## config.mk

```make
export PLATFORM = sky130hd
export DESIGN_NAME = mario_sound_cmd_sched
export DESIGN_NICKNAME = d
export VERILOG_FILES = /design/src/rtl/mario_snd_pkg.sv /design/src/rtl/mario_snd_cmd_fifo.sv /design/src/rtl/mario_sound_cmd_sched.sv
export SDC_FILE = /design/constraint.sdc
export NUM_CORES = 1
export LEC_CHECK = 0
export CORE_MARGIN = 5
export CORE_UTILIZATION = 51
export CTS_CLUSTER_DIAMETER = 120
export DETAILED_ROUTE_END_ITERATION = 8
export PLACE_DENSITY_LB_ADDON = 0.2
export SYNTH_ARGS = -nofsm -noshare
export SYNTH_HDL_FRONTEND = slang
export SYNTH_SLANG_ARGS = --single-unit
```

## constraint.sdc

```tcl
create_clock -name I_CLK_48M -period 2.1 [get_ports I_CLK_48M]
set_input_delay 0.21 -clock I_CLK_48M [delete_from_list [all_inputs] [get_ports I_CLK_48M]]
set_output_delay 0.21 -clock I_CLK_48M [all_outputs]
set_load 0.01 [all_outputs]
```

## src/rtl/mario_snd_pkg.sv

```systemverilog
// Shared types and constants for the Mario sound-command scheduler.
package mario_snd_pkg;

    typedef enum logic [1:0] {
        S_IDLE     = 2'd0,
        S_WAIT_ACK = 2'd1,
        S_HOLDOFF  = 2'd2
    } snd_state_e;

    localparam int SND_CTRL_IRQ_BIT  = 0;
    localparam int SND_CTRL_TRIG_LSB = 1;

    localparam int DEF_DEPTH       = 8;
    localparam int DEF_HOLDOFF     = 48;
    localparam int DEF_IRQ_TIMEOUT = 4800000;

endpackage

```

## src/rtl/mario_snd_cmd_fifo.sv

```systemverilog
// DEPTH x 8 command FIFO with flush; push and pop together at full is legal.
module mario_snd_cmd_fifo #(
    parameter int DEPTH = 8,
    localparam int AW   = $clog2(DEPTH)
) (
    input  logic          clk_i,
    input  logic          rst_n_i,
    input  logic          flush_i,
    input  logic          push_i,
    input  logic [7:0]    data_i,
    input  logic          pop_i,
    output logic [7:0]    head_o,
    output logic [AW:0]   level_o,
    output logic          full_o,
    output logic          empty_o
);

    logic [7:0]    mem_q [DEPTH];
    logic [AW-1:0] wr_ptr_q, rd_ptr_q;
    logic [AW:0]   level_q;
    logic          do_push, do_pop;

    assign full_o  = (level_q == (AW+1)'(DEPTH));
    assign empty_o = (level_q == '0);
    assign level_o = level_q;
    assign head_o  = mem_q[rd_ptr_q];

    // The pop frees the head slot in the same cycle, so a push at full still fits.
    assign do_pop  = pop_i & ~empty_o & ~flush_i;
    assign do_push = push_i & (~full_o | do_pop) & ~flush_i;

    always_ff @(posedge clk_i or negedge rst_n_i) begin
        if (!rst_n_i) begin
            wr_ptr_q <= '0;
            rd_ptr_q <= '0;
            level_q  <= '0;
        end else if (flush_i) begin
            wr_ptr_q <= '0;
            rd_ptr_q <= '0;
            level_q  <= '0;
        end else begin
            if (do_push) wr_ptr_q <= wr_ptr_q + AW'(1);
            if (do_pop)  rd_ptr_q <= rd_ptr_q + AW'(1);
            case ({do_push, do_pop})
                2'b10:   level_q <= level_q + (AW+1)'(1);
                2'b01:   level_q <= level_q - (AW+1)'(1);
                default: level_q <= level_q;
            endcase
        end
    end

    always_ff @(posedge clk_i) begin
        if (do_push) mem_q[wr_ptr_q] <= data_i;
    end

endmodule

```

## src/rtl/mario_sound_cmd_sched.sv

```systemverilog
// Sound-command scheduler: queues main-CPU bytes and hands them to the sound sub-CPU
// one at a time via IRQ/ack. Optional ack timeout under MARIO_SND_CMD_TIMEOUT_EN.
module mario_sound_cmd_sched
    import mario_snd_pkg::*;
#(
    parameter int DEPTH       = DEF_DEPTH,
    parameter int HOLDOFF     = DEF_HOLDOFF,
    parameter int IRQ_TIMEOUT = DEF_IRQ_TIMEOUT
) (
    input  logic                      I_CLK_48M,
    input  logic                      I_RSTn,
    input  logic                      I_CMD_WR,
    input  logic [7:0]                I_CMD_DATA,
    input  logic                      I_TRIG_WR,
    input  logic [5:0]                I_TRIG_DATA,
    input  logic                      I_FLUSH,
    input  logic                      I_OVF_CLR,
    input  logic                      I_SUB_RDn,
    input  logic                      I_SUB_SEL,
    output logic [7:0]                O_SND_DATA,
    output logic [6:0]                O_SND_CTRL,
    output logic [$clog2(DEPTH):0]    O_LEVEL,
    output logic                      O_BUSY,
    output logic                      O_OVERFLOW,
    output logic                      O_TIMEOUT
);

    localparam int CNT_W = (HOLDOFF > 1) ? $clog2(HOLDOFF) : 1;

    snd_state_e       state_q, state_d;
    logic [CNT_W-1:0] cnt_q, cnt_d;
    logic             irq_q, irq_d;
    logic [7:0]       data_q, data_d;
    logic [5:0]       trig_q;
    logic             rdn_q, ack, pop, rel, ovf_q, ovf_set, to_set;
    logic [7:0]       fifo_head;
    logic             fifo_full, fifo_empty;

    mario_snd_cmd_fifo #(.DEPTH(DEPTH)) u_fifo (
        .clk_i   (I_CLK_48M),
        .rst_n_i (I_RSTn),
        .flush_i (I_FLUSH),
        .push_i  (I_CMD_WR),
        .data_i  (I_CMD_DATA),
        .pop_i   (pop),
        .head_o  (fifo_head),
        .level_o (O_LEVEL),
        .full_o  (fifo_full),
        .empty_o (fifo_empty)
    );

    assign ack     = I_SUB_SEL & I_SUB_RDn & ~rdn_q;
    assign ovf_set = I_CMD_WR & ~I_FLUSH & fifo_full & ~pop;

`ifdef MARIO_SND_CMD_TIMEOUT_EN
    localparam int TO_W = $clog2(IRQ_TIMEOUT + 1);
    logic [TO_W-1:0] tcnt_q, tcnt_d;
    logic            to_q;
`endif

    always_comb begin
        state_d = state_q;
        cnt_d   = cnt_q;
        irq_d   = irq_q;
        data_d  = data_q;
        pop     = 1'b0;
        rel     = 1'b0;
        to_set  = 1'b0;
`ifdef MARIO_SND_CMD_TIMEOUT_EN
        tcnt_d  = tcnt_q;
`endif
        if (I_FLUSH) begin
            state_d = S_IDLE;
            irq_d   = 1'b0;
        end else begin
            case (state_q)
                S_IDLE: begin
                    if (!fifo_empty) begin
                        pop     = 1'b1;
                        data_d  = fifo_head;
                        irq_d   = 1'b1;
                        state_d = S_WAIT_ACK;
`ifdef MARIO_SND_CMD_TIMEOUT_EN
                        tcnt_d  = '0;
`endif
                    end
                end
                S_WAIT_ACK: begin
                    rel = ack;
`ifdef MARIO_SND_CMD_TIMEOUT_EN
                    tcnt_d = tcnt_q + TO_W'(1);
                    // Ack in the timeout cycle wins and leaves the flag alone.
                    if (!ack && tcnt_q == TO_W'(IRQ_TIMEOUT - 1)) begin
                        rel    = 1'b1;
                        to_set = 1'b1;
                    end
`endif
                    if (rel) begin
                        irq_d = 1'b0;
                        if (HOLDOFF == 0) begin
                            state_d = S_IDLE;
                        end else begin
                            cnt_d   = CNT_W'(HOLDOFF - 1);
                            state_d = S_HOLDOFF;
                        end
                    end
                end
                S_HOLDOFF: begin
                    if (cnt_q == '0) state_d = S_IDLE;
                    else             cnt_d   = cnt_q - CNT_W'(1);
                end
                default: state_d = S_IDLE;
            endcase
        end
    end

    always_ff @(posedge I_CLK_48M or negedge I_RSTn) begin
        if (!I_RSTn) begin
            state_q <= S_IDLE;
            cnt_q   <= '0;
            irq_q   <= 1'b0;
            data_q  <= '0;
            trig_q  <= '0;
            rdn_q   <= 1'b1;
            ovf_q   <= 1'b0;
        end else begin
            state_q <= state_d;
            cnt_q   <= cnt_d;
            irq_q   <= irq_d;
            data_q  <= data_d;
            rdn_q   <= I_SUB_RDn;
            if (I_TRIG_WR) trig_q <= I_TRIG_DATA;
            if (ovf_set)        ovf_q <= 1'b1;
            else if (I_OVF_CLR) ovf_q <= 1'b0;
        end
    end

`ifdef MARIO_SND_CMD_TIMEOUT_EN
    always_ff @(posedge I_CLK_48M or negedge I_RSTn) begin
        if (!I_RSTn) begin
            tcnt_q <= '0;
            to_q   <= 1'b0;
        end else begin
            tcnt_q <= tcnt_d;
            if (to_set)         to_q <= 1'b1;
            else if (I_OVF_CLR) to_q <= 1'b0;
        end
    end
    assign O_TIMEOUT = to_q;
`else
    assign O_TIMEOUT = 1'b0;
`endif

    assign O_SND_DATA                             = data_q;
    assign O_SND_CTRL[SND_CTRL_IRQ_BIT]           = irq_q;
    assign O_SND_CTRL[SND_CTRL_TRIG_LSB +: 6]     = trig_q;
    assign O_BUSY                                 = (state_q != S_IDLE) | ~fifo_empty;
    assign O_OVERFLOW                             = ovf_q;

endmodule

```

==> metrics, run 1 <==
outcome completed; CTS sink cnt 99; complex-gate fraction of the synthesized area 4.64%; CTS HTree Levels 3; CTS Buf Count 9; drt first pass iters 4; final worst path period need 2.04 ns; drt via density 5.21; Buf/Inv on CP 0; GR Util All Layers 16.1%; worst reg-to-reg path cell count 7; crit path max fanout 3; port bufs 42; Row Count 33; clk_lat worst skew 0.36 ns; die width 100 um; Initial Utilization 51.4%; GRT overflow 0; Post-Syn Area 0.00416 mm^2; Area Growth Syn to Fin 22.5%; drt total wl 7550 um; post-synthesis mux area share 13.0%; via count 2331; DPL Wire Length 4890 um; EDFF count, synth 64; unrepaired setup endpoints after global routing yes; Final ANT Viol Nets 0; vias in the first global route 2370; Critical Path Stages 7; ys flop type edfxtp_1; xor and xnor area share after synthesis 2.11%; reg2reg setup slack 0.06 ns; num ports 44; Yosys reg bits 99; first-pass GRT wire length 12100 um; Synth Area in Adders 1.81%; Min-Delay Path Class in -> reg; main combinational cell family by area after synthesis multiplexers; Async S/R FF share, synth 35.4%; clk_skew 0.0114 ns; Hold Fails Final Rpt 0; slowest CP cell dfrtp_1; static leakage 0.00188 uW; hold path depth 1; most frequent cells in the layout edfxtp_1, clkdlybuf4s50_1, dfrtp_1; period utilisation layout 97.4%; Post-Syn Instances 268; commonest non-fill, non-tap cell in the layout edfxtp_1; slew margin rel. 44.5%; nets@finish 365; Worst-path clk slew 0.10 ns; critical path endpoint category flip-flop; Antenna Diode Count 0; # DRC 0; Avg WL per Cell 16.9 um; Post-Synth Simple-Gate Area 8.58%; Startpoint Class flip-flop; fin util 62.9%; Req. time, crit path 2.35 ns; measured slew at the worst slew-check pin 0.832 ns; full die area 0.0101 mm^2; routability cong. 0.810; Die Height 100 um; arrival time at the worst endpoint 2.29 ns; proportion of layout cells with a drive suffix above 1 23.4%; max cap viols 0; root buf cell clkbuf_8; CTS tree done; largest net degree at the start of global routing 36; Final setup viols 0; crit-path leading delay family simple AND/OR/NAND/NOR gates; Peak VDD IR 565 uV; max-slew violations 0; Avg Inst Size Synth 15.5 um^2; Crit Path Class reg -> reg; CP Cell Sequence or3_4, nor3_4, ha_4, o21ai_0, nand2b_1, a211oi_2, mux2_1; sequential share of the synthesized area 67.3%; total number of yosys warnings 0; CP peak stage delay 0.39 ns; Core Box Area 0.00809 mm^2; Power per Cell Area 1130 mW/mm^2; initial antenna violation count 0; FMAX 0.489 GHz; fillers 641; Netlist cell types 42; Setup TNS 0 ns; clock tree buffer depth 2; Mapped Nets 296; drt first-iter violations 50
final timing paths:
check | end | from
max | u_fifo.level_o[3]$_DFFE_PN0P_ | state_q[0]$_DFFE_PN0P_
min | rdn_q$_DFF_PN1_ | I_SUB_RDn
max reg2reg | u_fifo.level_o[3]$_DFFE_PN0P_ | state_q[0]$_DFFE_PN0P_
min reg2reg | O_SND_DATA[3]$_DFFE_PN0P_ | O_SND_DATA[3]$_DFFE_PN0P_
max in group asynchronous | u_fifo.level_o[0]$_DFFE_PN0P_ | I_RSTn
min in group asynchronous | u_fifo.level_o[2]$_DFFE_PN0P_ | I_RSTn
cells in the mapped netlist, types with 2 or more instances:
cell / instances / area share (%)
edfxtp_1: 64 / 46
nand2_1: 19 / 1.7
xor2_1: 6 / 1.3
dfrtp_1: 34 / 20
nand2b_1: 5 / 0.75
xnor2_1: 4 / 0.84
mux4_2: 16 / 8.7
inv_1: 6 / 0.54
nor3_1: 5 / 0.60
buf_4: 2 / 0.36
buf_6: 2 / 0.54
nand3b_1: 3 / 0.54
buf_1: 2 / 0.18
a21oi_1: 6 / 0.72
ha_1: 6 / 1.8
buf_2: 4 / 0.48
clkbuf_1: 4 / 0.36
mux2i_1: 10 / 2.4
o21ai_0: 13 / 1.6
nor2_1: 25 / 2.3
nand3_1: 6 / 0.72
mux2_2: 6 / 1.6
stage by stage:
step | std cells | area, um^2 | worst slack [ns] | hold slack, ns | power [uW]
2_1_floorplan | 268 | 4160 | -0.0391 | -0.0856 | 3690
3_3_place_gp | 428 | 4850 | -0.195 | 0.356 | 4480
3_5_place_dp | 428 | 4850 | -0.221 | 0.362 | 4530
4_1_cts | 446 | 5070 | 0.0101 | 0.258 | 5790
5_1_grt | 447 | 5090 | -0.0390 | 0.267 | 6120
6_report | 447 | 5090 | 0.0555 | 0.278 | 5750
cell type report:
type | instances | area (um^2) | area share, %
Clock inverter | 6 | 72.6 | 1.43
Tap cell | 105 | 131 | 2.58
Sequential cell | 99 | 2800 | 55.0
Timing Repair Buffer | 72 | 671 | 13.2
Inverter | 6 | 22.5 | 0.442
Clock buffer | 10 | 128 | 2.51
Multi-Input combinational cell | 149 | 1270 | 24.9
state kept, by name (all words and copies together), names as in the netlist:
name,flops
O_OVERFLOW,1
O_SND_DATA,8
cnt_q,6
irq_q,1
rdn_q,1
state_q,2
trig_q,6
u_fifo.level_o,4
u_fifo.mem_q,64
u_fifo.rd_ptr_q,3
u_fifo.wr_ptr_q,3
per-layer routing:
layer	wire, um	up-vias	GRT usage, %	share of wire [%]
met5	0	-	0	0
met2	3930	46	27.2	52
met3	360	6	4.38	4.8
li1	-	1123	-	-
met1	3180	1156	20.1	42
met4	70	0	5.28	0.93
worst reg2reg max path, delay by kind of cell, from the launching register on:
family	cells	cell delay, ns
AOI/OAI and AO/OA	2	0.31
adders and majority gates	1	0.24
DFF	1	0.39
muxes	1	0.33
and+or+nand+nor	3	0.66
logic make-up after synthesis:
logic type / Yosys count
AO/OA/AOI/OAI: 28
multiplexers: 33
adder cells (fa/ha/maj): 6
flip-flops: 99
XOR/XNOR: 10
AND/OR/NAND/NOR: 71
other: 1
buffers and inverters: 20
where the power goes:
part           switching, uW  internal [uW]
registers                168           2320
logic                    934           1110
clock network            659            566
total                   1760           3990
what timing repair did:
item / 4_1_cts / 5_1_grt
hold endpoints to repair: 34 / 0
resized for setup: 0 / 2
hold buffers: 1 / 0
endpoints found under the setup margin: 1 / 2
cloned: 0 / 0
setup buffers: 1 / 1
pin swaps: 1 / 1
(Power assumes the default switching activity.)
==> inputs of run 2 (changes only) <==
CORE_UTILIZATION = 39   (was 51)
==> metrics, run 2 (same netlist as run 1, synthesis figures left out) <==
Startpoint Class flip-flop; Power per Cell Area 1120 mW/mm^2; reg2reg setup slack 0.11 ns; crit path max fanout 3; Top reg by flops u_fifo.mem_q; outcome completed; unrepaired setup endpoints after global routing no; Die Height 113 um; Switching Power 1780 uW; Sw Share 30.8%; worst reg-to-reg path cell count 7; fillers 919; die width 113 um; max reg flops 64; routability cong. 0.769; CTS tree done; Worst-path clk slew 0.09 ns; Core Box Area 0.0104 mm^2; slew margin rel. 45.2%; fin util 49.9%; full die area 0.0128 mm^2; clock tree buffer depth 2; drt first-iter violations 116; Hold Fails Final Rpt 0; Req. time, crit path 2.36 ns; Row Count 37; Area Growth Syn to Fin 24.5%; clk_skew 0.00715 ns; Peak VDD IR 473 uV; clock share of power 22.2%; arrival time at the worst endpoint 2.24 ns; slowest CP cell dfrtp_1; CTS Buf Count 9; GRT overflow 0; nets@finish 372; clk_lat worst skew 0.37 ns; drt via density 4.83; worst setup path start state_q[0]$_DFFE_PN0P_; r2r startpoint state_q[0]$_DFFE_PN0P_; vias in the first global route 2448; largest net degree at the start of global routing 36; Final setup viols 0; initial antenna violation count 0; most frequent cells in the layout edfxtp_1, clkdlybuf4s50_1, buf_4; CP Cell Sequence or3_4, nor3_4, ha_4, o21ai_1, nand2b_1, a211oi_2, mux2_1; proportion of layout cells with a drive suffix above 1 25.2%; # DRC 0; critical path endpoint category flip-flop; FF-to-FF End u_fifo.level_o[3]$_DFFE_PN0P_; measured slew at the worst slew-check pin 0.823 ns; drt first pass iters 4; Setup TNS 0 ns; final worst path period need 1.99 ns; num ports 44; CP peak stage delay 0.39 ns; Crit Path Class reg -> reg; period utilisation layout 94.7%; Avg WL per Cell 16.6 um; GR Util All Layers 13.5%; Gate power share 35.1%; static leakage 0.00191 uW; commonest non-fill, non-tap cell in the layout edfxtp_1; CTS HTree Levels 3; port bufs 42; Antenna Diode Count 0; root buf cell clkbuf_8; max cap viols 0; via count 2343; FMAX 0.503 GHz; Initial Utilization 40.1%; Final ANT Viol Nets 0; CTS sink cnt 99; first-pass GRT wire length 13200 um; max-slew violations 0; Reg power frac 42.8%; Power, Total 5800 uW; Int Pwr 4020 uW; end of the critical path u_fifo.level_o[3]$_DFFE_PN0P_; Min-Delay Path Class in -> reg; drt total wl 8040 um; DPL Wire Length 5390 um
run 2: worst max-delay path, delay by kind of cell, from the launching register on:
kind | cells | cell delay, ns
AO/OA/AOI/OAI | 2 | 0.29
flip-flops | 1 | 0.39
adder cells (fa/ha/maj) | 1 | 0.24
AND/OR/NAND/NOR | 3 | 0.63
multiplexers | 1 | 0.34
run 2: layer usage:
| metal | track usage (%) | vias up | share of wire [%] |
|---|---|---|---|
| li1 | - | 1137 | - |
| met1 | 17.7 | 1160 | 47 |
| met2 | 22.2 | 39 | 48 |
| met3 | 4.49 | 7 | 3.6 |
| met4 | 2.64 | 0 | 1.1 |
| met5 | 0 | - | 0 |
run 2: worst min-delay path by stage:
| stage | start | end | slack [ns] | cells past startpoint |
|---|---|---|---|---|
| floorplan | I_RSTn | O_OVERFLOW$_DFFE_PN0P_ | -0.09 | 0 |
| global placement | I_RSTn | u_fifo.level_o[2]$_DFFE_PN0P_ | 0.36 | 1 |
| detailed placement | I_RSTn | u_fifo.level_o[1]$_DFFE_PN0P_ | 0.36 | 1 |
| CTS | I_SUB_RDn | rdn_q$_DFF_PN1_ | 0.25 | 1 |
| global route | I_SUB_RDn | rdn_q$_DFF_PN1_ | 0.25 | 1 |
| finish | I_SUB_RDn | rdn_q$_DFF_PN1_ | 0.28 | 1 |
run 2: layout make-up:
| class | count | area, um^2 | share of cell area, % |
|---|---|---|---|
| flip-flops and latches | 99 | 2800 | 54.1 |
| multi-input cells | 149 | 1270 | 24.5 |
| repair buffers | 79 | 707 | 13.7 |
| well taps | 136 | 170 | 3.29 |
| clock buffers | 10 | 138 | 2.66 |
| clock inverters | 6 | 71.3 | 1.38 |
| inverters | 6 | 22.5 | 0.435 |
run 2: repair_timing:
action                                  4_1_cts  5_1_grt
endpoints found under the setup margin        1        1
hold endpoints to repair                     34        0
hold buffers                                  1        0
buffers inserted                              1        1
pin swaps                                     1        1
gates resized for setup                       1        2
run 2: power groups by stage:
| stage | logic [uW] | registers (uW) | clock network, uW |
|---|---|---|---|
| global placement | 1980 | 2520 | 0 |
| CTS | 2030 | 2490 | 1330 |
| finish | 2030 | 2480 | 1290 |
| detailed placement | 2010 | 2530 | 0 |
| floorplan | 1100 | 2580 | 0 |
| global route | 2260 | 2520 | 1400 |
run 2: metrics by stage:
step | worst slack [ns] | instances | hold slack (ns) | cell area [um^2]
CTS | 0.0508 | 484 | 0.255 | 5160
global route | 0.00453 | 485 | 0.254 | 5180
floorplan | -0.0391 | 268 | -0.0856 | 4160
global placement | -0.208 | 466 | 0.356 | 4930
finish | 0.111 | 485 | 0.278 | 5180
detailed placement | -0.231 | 466 | 0.361 | 4930
==> inputs of run 3 (changes only) <==
CORE_ASPECT_RATIO = 0.6   (was not set)
GPL_ROUTABILITY_DRIVEN = 0   (was not set)
==> metrics, run 3 (same netlist as run 1, synthesis figures left out) <==
first-pass GRT wire length 12700 um; Initial Utilization 39.6%; Min-Delay Path Class in -> reg; GRT overflow 0; final cell count without fillers 487; num ports 44; CTS sink cnt 99; slew margin rel. 62.7%; Final setup viols 0; nets@finish 371; Int Pwr 4510 uW; fin util 50.6%; Hold Fails Final Rpt 0; Area Growth Syn to Fin 27.6%; Peak VDD IR 489 uV; Avg WL per Cell 15.9 um; clk_lat worst skew 0.33 ns; crit-path leading delay family simple AND/OR/NAND/NOR gates; max-slew violations 0; Core Box Area 0.0105 mm^2; critical path endpoint category flip-flop; final worst path period need 2.06 ns; CP Cell Sequence or3_4, nor3_4, ha_4, o21ai_2, nand2b_1, a211oi_2, mux2_4; design area 0.00530 mm^2; CTS HTree Levels 3; Antenna Diode Count 0; Gate power share 32.2%; Crit Path Class reg -> reg; FMAX 0.486 GHz; slowest CP cell or3_4; Req. time, crit path 2.32 ns; via count 2357; Die Height 90.0 um; drt first-iter violations 185; outcome completed; drt first pass iters 4; static leakage 0.00196 uW; vias in the first global route 2443; placed instance area 0.00493 mm^2; Top reg by flops u_fifo.mem_q; Reg power frac 39.7%; unrepaired setup endpoints after global routing yes; Setup TNS 0 ns; period utilisation layout 98.0%; full die area 0.0129 mm^2; arrival time at the worst endpoint 2.28 ns; Worst-path clk slew 0.07 ns; Power per Cell Area 1190 mW/mm^2; proportion of layout cells with a drive suffix above 1 25.3%; Switching Power 1800 uW; DPL Wire Length 5650 um; drt total wl 7740 um; CTS tree done; commonest non-fill, non-tap cell in the layout edfxtp_1; crit path max fanout 3; CP peak stage delay 0.40 ns; max cap viols 0; root buf cell clkbuf_16; max reg flops 64; # DRC 0; die width 143 um; initial antenna violation count 0; measured slew at the worst slew-check pin 0.559 ns; clock tree buffer depth 2; Final ANT Viol Nets 0; clock share of power 28.0%; drt via density 4.84; fillers 878; Startpoint Class flip-flop; placed insts 468; largest net degree at the start of global routing 20; Row Count 29; GR Util All Layers 12.8%; CTS Buf Count 9; most frequent cells in the layout edfxtp_1, clkdlybuf4s50_1, dfrtp_1, buf_4, nor2_1; Sw Share 28.5%; Buf/Inv on CP 0; clk_skew 0.00534 ns; port bufs 42
-- run 3: area by class of cell --
type,instances,area [um^2],share of cell area [%]
flip-flops and latches,99,2800,52.8
multi-input cells,149,1270,24.0
repair buffers,78,704,13.3
clock buffers,11,243,4.58
well taps,139,174,3.28
clock inverters,5,85.1,1.60
inverters,6,22.5,0.425
-- run 3: stage by stage --
stage	hold slack (ns)	worst slack [ns]	total power, uW
after global placement	0.175	-0.213	4490
after floorplan	-0.0856	-0.0391	3690
after detailed placement	0.177	-0.218	4530
final	0.304	0.0420	6310
after CTS	0.289	0.0208	6320
after global routing	0.296	-0.0479	6690
-- run 3: repair_timing --
action                     in CTS  in global routing
buffers inserted                0                  2
setup endpoints to repair       0                 25
hold endpoints to repair       15                  0
gates resized for setup         0                  5
hold buffers                    1                  0
-- run 3: layer usage --
| metal | track usage (%) | share of wire [%] | up-vias |
|---|---|---|---|
| met3 | 4.45 | 6.7 | 7 |
| met1 | 17.9 | 48 | 1152 |
| met4 | 3.53 | 0.96 | 0 |
| li1 | - | - | 1144 |
| met5 | 0 | 0 | - |
| met2 | 19.2 | 45 | 54 |
-- run 3: worst paths after layout --
check	slack, ns	cells after the start	from	endpoint
max	0.04	7	state_q[1]$_DFFE_PN0P_	u_fifo.level_o[3]$_DFFE_PN0P_
min	0.30	1	I_SUB_RDn	rdn_q$_DFF_PN1_
max reg2reg	0.04	7	state_q[1]$_DFFE_PN0P_	u_fifo.level_o[3]$_DFFE_PN0P_
min reg2reg	0.48	2	O_SND_DATA[6]$_DFFE_PN0P_	O_SND_DATA[6]$_DFFE_PN0P_
max in group asynchronous	1.15	3	I_RSTn	cnt_q[0]$_DFFE_PN0P_
min in group asynchronous	0.34	2	I_RSTn	u_fifo.level_o[3]$_DFFE_PN0P_
-- run 3: power groups by stage --
stage	clock network, uW	logic [uW]	registers (uW)
detailed placement	0	1980	2550
global placement	0	1950	2540
floorplan	0	1100	2580
finish	1770	2030	2510
CTS	1830	1980	2510
global route	1880	2270	2540
==> variant 1, RTL diff (settings of run 3) <==
Add a define of `MARIO_SND_CMD_TIMEOUT_EN`.
--- a/src/rtl/mario_sound_cmd_sched.sv
+++ b/src/rtl/mario_sound_cmd_sched.sv
@@ -1,4 +1,6 @@
 // Sound-command scheduler: queues main-CPU bytes and hands them to the sound sub-CPU
 // one at a time via IRQ/ack. Optional ack timeout under MARIO_SND_CMD_TIMEOUT_EN.
+`define MARIO_SND_CMD_TIMEOUT_EN
+
 module mario_sound_cmd_sched
     import mario_snd_pkg::*;
Check against the original RTL: same outputs for any inputs over 10 cycles, from zero or initial values and one cycle with I_RSTn low; that may be too few to reach the edited logic, so the function may still have changed.
==> variant 1 against run 3 <==
The flow now finishes with violations (setup timing). Fmax decreased by 2.2%. Die area increased by 30%. Count of clock-buffer cells in the layout grew 6. Routed wire length rose by 57%. Synthesized area rose by 33%. Global-route usage up 3.2 points. Sequential cell count grew 24. Design area increased by 34%. Cell count increased by 46%. Core utilization increased by 1.0 points. Power up 30%. Worst setup slack worse by 0.047 ns. Critical path depth did not move. Largest power group unchanged.
==> variant 1: results (changes against run 3) <==
\begin{tabular}{lr}
\hline
Metric & Value \\
\hline
\multicolumn{2}{l}{\textbf{Synthesis}} \\
\quad Sequential-to-total area share from yosys stat & 61.44\% (was 67.34\%) \\
\quad Average cell area after synthesis & 13.36 µm² (was 15.51 µm²) \\
\quad Post-Syn Nets & 443 (was 296) \\
\quad Async set-or-reset flop fraction in the synthesized netlist & 47.97\% (was 35.35\%) \\
\quad Top area cells in the synthesized netlist & edfxtp\_1 35\%, dfrtp\_1 26\%, mux4\_2 6.5\% (was edfxtp\_1 46\%, dfrtp\_1 20\%, mux4\_2 8.7\%) \\
\multicolumn{2}{l}{\textbf{Power}} \\
\quad Total leakage power & 2.675 nW (was 1.958 nW) \\
\quad Max IR drop VDD & 0.5436 mV (was 0.4894 mV) \\
\multicolumn{2}{l}{\textbf{Critical path}} \\
\quad Worst R2R Start & u\_fifo.level\_o[3] (was state\_q[1]) \\
\multicolumn{2}{l}{\textbf{Timing}} \\
\quad Number of failing setup endpoints in the final timing report & 1 (was 0) \\
\quad Post-route setup TNS & -0.004529 ns (was 0 ns) \\
\quad Least setup slack across all paths after layout & -0.004529 ns (was 0.04201 ns) \\
\quad Worst-case headroom to the max-slew limit & 57.06\% (was 62.72\%) \\
\multicolumn{2}{l}{\textbf{Status}} \\
\quad Failing checks & setup timing \\
\quad Outcome & finished, violations left (was finished clean) \\
\multicolumn{2}{l}{\textbf{Finish}} \\
\quad Post-Layout Cell Count & 709 (was 487) \\
\quad Share of post-route cells with drive strength above 1 & 23.02\% (was 25.29\%) \\
\multicolumn{2}{l}{\textbf{Global route}} \\
\quad Global routing usage summed across all routing layers & 15.98\% (was 12.83\%) \\
\quad Wire length of the first global-routing pass & 20,310 µm (was 12,670 µm) \\
\quad Maximum number of pins on one net before global-route repair & 30 (was 20) \\
\quad Via count of the first global-routing pass & 3,762 (was 2,443) \\
\multicolumn{2}{l}{\textbf{Placement}} \\
\quad Placed insts & 676 (was 468) \\
\quad HPWL after detailed placement & 8551 µm (was 5652 µm) \\
\quad Dpl ws & -0.1254 ns (was -0.2183 ns) \\
\multicolumn{2}{l}{\textbf{Hold path}} \\
\quad Launch point of the worst hold path & I\_SUB\_RDn (unchanged) \\
\multicolumn{2}{l}{\textbf{Detailed routing}} \\
\quad Routed met2 length & 5228 µm (was 3454 µm) \\
\quad Detail Route met3 WL & 454 µm (was 515 µm) \\
\quad Vias after detailed routing & 3,734 (was 2,357) \\
\quad Drt initial violations & 133 (was 185) \\
\quad Detailed-routing wirelength on met1 & 6348 µm (was 3694 µm) \\
\multicolumn{2}{l}{\textbf{Clock network}} \\
\quad CTS H-Tree Depth & 4 (was 3) \\
\quad Clock network latency to the later pin of the worst-skew pair & 0.42 ns (was 0.33 ns) \\
\quad Number of buffers inserted during clock tree synthesis & 17 (was 9) \\
\hline
\end{tabular}
[variant 1: cell types whose count changed in the layout (fill, tap and decap cells not counted), sizes merged, moves of 11 or more]
cell   delta
a21oi    +14
buf      +17
dfrtp    +24
nand2    +11
o21ai    +13
o31ai    +13
or4      +14
[variant 1: area by class of cell]
cell class / count / area [µm²]
Clock buffer: 17 / 425.4
Sequential cell: 123 / 3400
Clock inverter: 15 / 141.4
Multi-Input combinational cell: 258 / 2014
Timing Repair Buffer: 96 / 862.1
Tap cell: 192 / 240.2
Fill cell: 1225 / 6678
Inverter: 8 / 30.03
[variant 1: final timing paths]
kind	endpoint	slack [ns]	cells past startpoint
min	rdn_q	0.24	1
max	u_fifo.level_o[3]	-0.005	7
min reg2reg	O_SND_DATA[4]	0.48	2
min in group asynchronous	u_fifo.level_o[1]	0.34	2
max in group asynchronous	rdn_q	1.12	3
max reg2reg	u_fifo.level_o[3]	-0.005	7
[variant 1: metrics by stage]
| stage | hold slack, ns | util, % | area [µm²] | total power [mW] |
|---|---|---|---|---|
| 6_report | 0.2396 | 51.58 | 7113 | 8.232 |
| 5_1_grt | 0.2382 | 51.58 | 7113 | 8.699 |
| 4_1_cts | 0.2234 | 51.49 | 7101 | 8.302 |
| 3_5_place_dp | 0.2645 | 47.21 | 6510 | 5.489 |
| 3_3_place_gp | 0.2541 | 47.21 | 6510 | 5.433 |
| 2_1_floorplan | -0.08559 | - | 5554 | 4.521 |
[variant 1: kinds of logic after synthesis]
| family | after synthesis | share of synthesized area (%) |
|---|---|---|
| AO/OA/AOI/OAI | 79 | 9.249 |
| XOR/XNOR | 12 | 1.900 |
| adder cells (fa/ha/maj) | 7 | 1.583 |
| multiplexers | 36 | 10.31 |
| buffers and inverters | 33 | 2.917 |
| AND/OR/NAND/NOR | 124 | 12.60 |
| flip-flops | 123 | 61.44 |
[variant 1: power breakdown]
part | leakage [nW] | total, mW | internal, mW | switching [mW]
Clock | 0.276 | 2.77 | 1.65 | 1.13
Sequential | 1.35 | 3.04 | 2.82 | 0.221
Combinational | 1.05 | 2.42 | 1.23 | 1.19
Total | 2.67 | 8.23 | 5.69 | 2.54
[variant 1: worst max-delay path, cell delays in order, from the launching register on]
cell,delay [ns]
dfrtp_1,0.37
or4_4,0.53
and2_4,0.17
ha_4,0.26
o21ai_1,0.05
and4b_1,0.19
a2bb2oi_1,0.15
a211o_1,0.26
[variant 1: per-layer routing]
layer | up-vias | global-route usage (%)
met5 | - | 0
met4 | 0 | 6.186
met3 | 13 | 3.466
met2 | 67 | 22.84
met1 | 1875 | 23.86
li1 | 1779 | -
[variant 1: repair_timing]
action,in CTS,in global routing
setup endpoints to repair,2,8
endpoints found under the hold margin,21,0
resized for setup,3,2
pin swaps,0,1
hold buffers,1,0
==> variant 2, RTL diff (flow settings as in run 3) <==
Without the edit above. Register the input `I_TRIG_DATA` before use, without a reset. The logic sees it one clock later. The other inputs are not delayed to match.
--- a/src/rtl/mario_sound_cmd_sched.sv
+++ b/src/rtl/mario_sound_cmd_sched.sv
@@ -27,4 +27,10 @@
 
     localparam int CNT_W = (HOLDOFF > 1) ? $clog2(HOLDOFF) : 1;
+
+    logic [5:0] I_TRIG_DATA_q;
+
+    always_ff @(posedge I_CLK_48M) begin
+        I_TRIG_DATA_q <= I_TRIG_DATA;
+    end
 
     snd_state_e       state_q, state_d;
@@ -130,5 +136,5 @@
             data_q  <= data_d;
             rdn_q   <= I_SUB_RDn;
-            if (I_TRIG_WR) trig_q <= I_TRIG_DATA;
+            if (I_TRIG_WR) trig_q <= I_TRIG_DATA_q;
             if (ovf_set)        ovf_q <= 1'b1;
             else if (I_OVF_CLR) ovf_q <= 1'b0;
Formal check against the unedited RTL: not equivalent (Yosys sat finds a counterexample within 4 cycles, from zero or initial values and one cycle with I_RSTn low).
==> variant 2 against run 3 <==
The run now ends with setup timing left. Count of clock-buffer cells in the layout is 2 lower. Worst setup slack worse by 0.16 ns. Power increased by 2.0%. Sequential cell count increased by 6. Routed wire length is 15% higher. Combinational power up 8%. First-iteration DRC count fell by 2.7%. Synthesized area is 4.9% higher. Design area grew 4.6%. Via count is 11% higher. Critical endpoint unchanged.
==> variant 2: results (changes against run 3) <==
\begin{tabular}{lr}
\hline
Metric & Value \\
\hline
\multicolumn{2}{l}{\textbf{Status}} \\
\quad Outcome & finished, violations left (was finished clean) \\
\quad Failing checks & setup timing \\
\multicolumn{2}{l}{\textbf{Global route}} \\
\quad Via count of the first global-routing pass & 2,695 (was 2,443) \\
\quad Maximum number of pins on one net before global-route repair & 25 (was 20) \\
\quad Global routing usage summed across all routing layers & 14.20\% (was 12.83\%) \\
\quad Wire length of the first global-routing pass & 14,640 µm (was 12,670 µm) \\
\multicolumn{2}{l}{\textbf{Placement}} \\
\quad Placed insts & 492 (was 468) \\
\quad HPWL after detailed placement & 6274 µm (was 5652 µm) \\
\quad Dpl ws & -0.2082 ns (was -0.2183 ns) \\
\quad Total cell area at the placement stage & 5199 µm² (was 4927 µm²) \\
\multicolumn{2}{l}{\textbf{Timing}} \\
\quad Slew at the pin closest to its max-slew limit & 0.6006 ns (was 0.5592 ns) \\
\quad Least setup slack across all paths after layout & -0.1196 ns (was 0.04201 ns) \\
\quad Min Hold Slack & 0.2170 ns (was 0.3036 ns) \\
\quad Number of failing setup endpoints in the final timing report & 3 (was 0) \\
\multicolumn{2}{l}{\textbf{Detailed routing}} \\
\quad Routed met2 length & 3898 µm (was 3454 µm) \\
\quad DRT Wirelength & 8926 µm (was 7739 µm) \\
\quad Drt initial violations & 180 (was 185) \\
\multicolumn{2}{l}{\textbf{Synthesis}} \\
\quad Async set-or-reset flop fraction in the synthesized netlist & 33.33\% (was 35.35\%) \\
\quad Yosys cell types & 51 (was 42) \\
\quad Post-Syn Nets & 316 (was 296) \\
\quad Sequential-to-total area share from yosys stat & 66.94\% (was 67.34\%) \\
\multicolumn{2}{l}{\textbf{Hold path}} \\
\quad Worst hold path type & in2async (was in2reg) \\
\multicolumn{2}{l}{\textbf{Critical path}} \\
\quad Crit-path max FO & 4 (was 3) \\
\quad Data arrival time of the critical path & 2.45 ns (was 2.28 ns) \\
\multicolumn{2}{l}{\textbf{Clock network}} \\
\quad Clock network latency to the later pin of the worst-skew pair & 0.35 ns (was 0.33 ns) \\
\multicolumn{2}{l}{\textbf{Power}} \\
\quad Total leakage power & 2.073 nW (was 1.958 nW) \\
\multicolumn{2}{l}{\textbf{Finish}} \\
\quad Finished Cell Area & 5547 µm² (was 5304 µm²) \\
\quad Count of nets after finishing & 393 (was 371) \\
\hline
\end{tabular}
variant 2: cell count changes after synthesis, moves of 3 or more:
cell      delta
nor3_1       +5
dfxtp_1      +6
nor2_1      -10
xnor2_1      -4
or3_1        +4
clkbuf_1     +3
o21ai_0      +5
nand2_1      -4
variant 2: where the power goes:
part           internal [mW]  total (mW)  switching (mW)
Sequential              2.43        2.60           0.164
Combinational           1.15        2.20            1.06
Clock                  0.838        1.63           0.797
Total                   4.42        6.43            2.02
variant 2: what timing repair did:
| action | CTS | global route |
|---|---|---|
| pin swaps | 5 | 3 |
| hold endpoints to repair | 34 | 0 |
| resized for setup | 6 | 7 |
| setup endpoints to repair | 3 | 32 |
| hold buffers | 1 | 0 |
variant 2: critical path, stage by stage, from the launching register on:
cell	delay, ns
dfrtp_1	0.38
or4_4	0.56
and3_4	0.18
ha_4	0.28
a31o_4	0.13
a31oi_1	0.04
a221oi_2	0.20
mux2_1	0.34
variant 2: how the worst max path moves through the flow:
stage                            from                end  slack (ns)  depth (start not counted)
floorplan           u_fifo.level_o[1]  u_fifo.level_o[3]       -0.36                          9
global placement              I_FLUSH  u_fifo.level_o[3]       -0.20                          8
detailed placement            I_FLUSH  u_fifo.level_o[3]       -0.21                          8
CTS                 u_fifo.level_o[3]  u_fifo.level_o[3]       -0.12                          7
global route        u_fifo.level_o[1]  u_fifo.level_o[3]       -0.18                          7
finish              u_fifo.level_o[1]  u_fifo.level_o[3]       -0.12                          7
variant 2: kinds of logic after synthesis:
| group | Yosys count | synth area share [%] |
|---|---|---|
| xor+xnor | 4 | 0.8034 |
| buf+inv | 21 | 2.439 |
| flops | 105 | 66.94 |
| compound gates | 44 | 6.600 |
| mux | 33 | 12.37 |
| simple gates | 74 | 9.039 |
| fa+ha+maj | 6 | 1.722 |
| other cells | 1 | 0.08600 |
variant 2: layout make-up:
type / count / area share, %
multi-input cells: 162 / 25.40
inverters: 5 / 0.3384
well taps: 139 / 3.136
repair buffers: 82 / 13.17
clock buffers: 9 / 4.060
clock inverters: 7 / 1.263
flip-flops and latches: 105 / 52.63
variant 2: layer usage:
| layer | up-vias | track usage [%] |
|---|---|---|
| met1 | 1307 | 21.11 |
| met5 | - | 0 |
| met3 | 7 | 4.039 |
| met4 | 0 | 4.695 |
| li1 | 1253 | - |
| met2 | 51 | 20.05 |
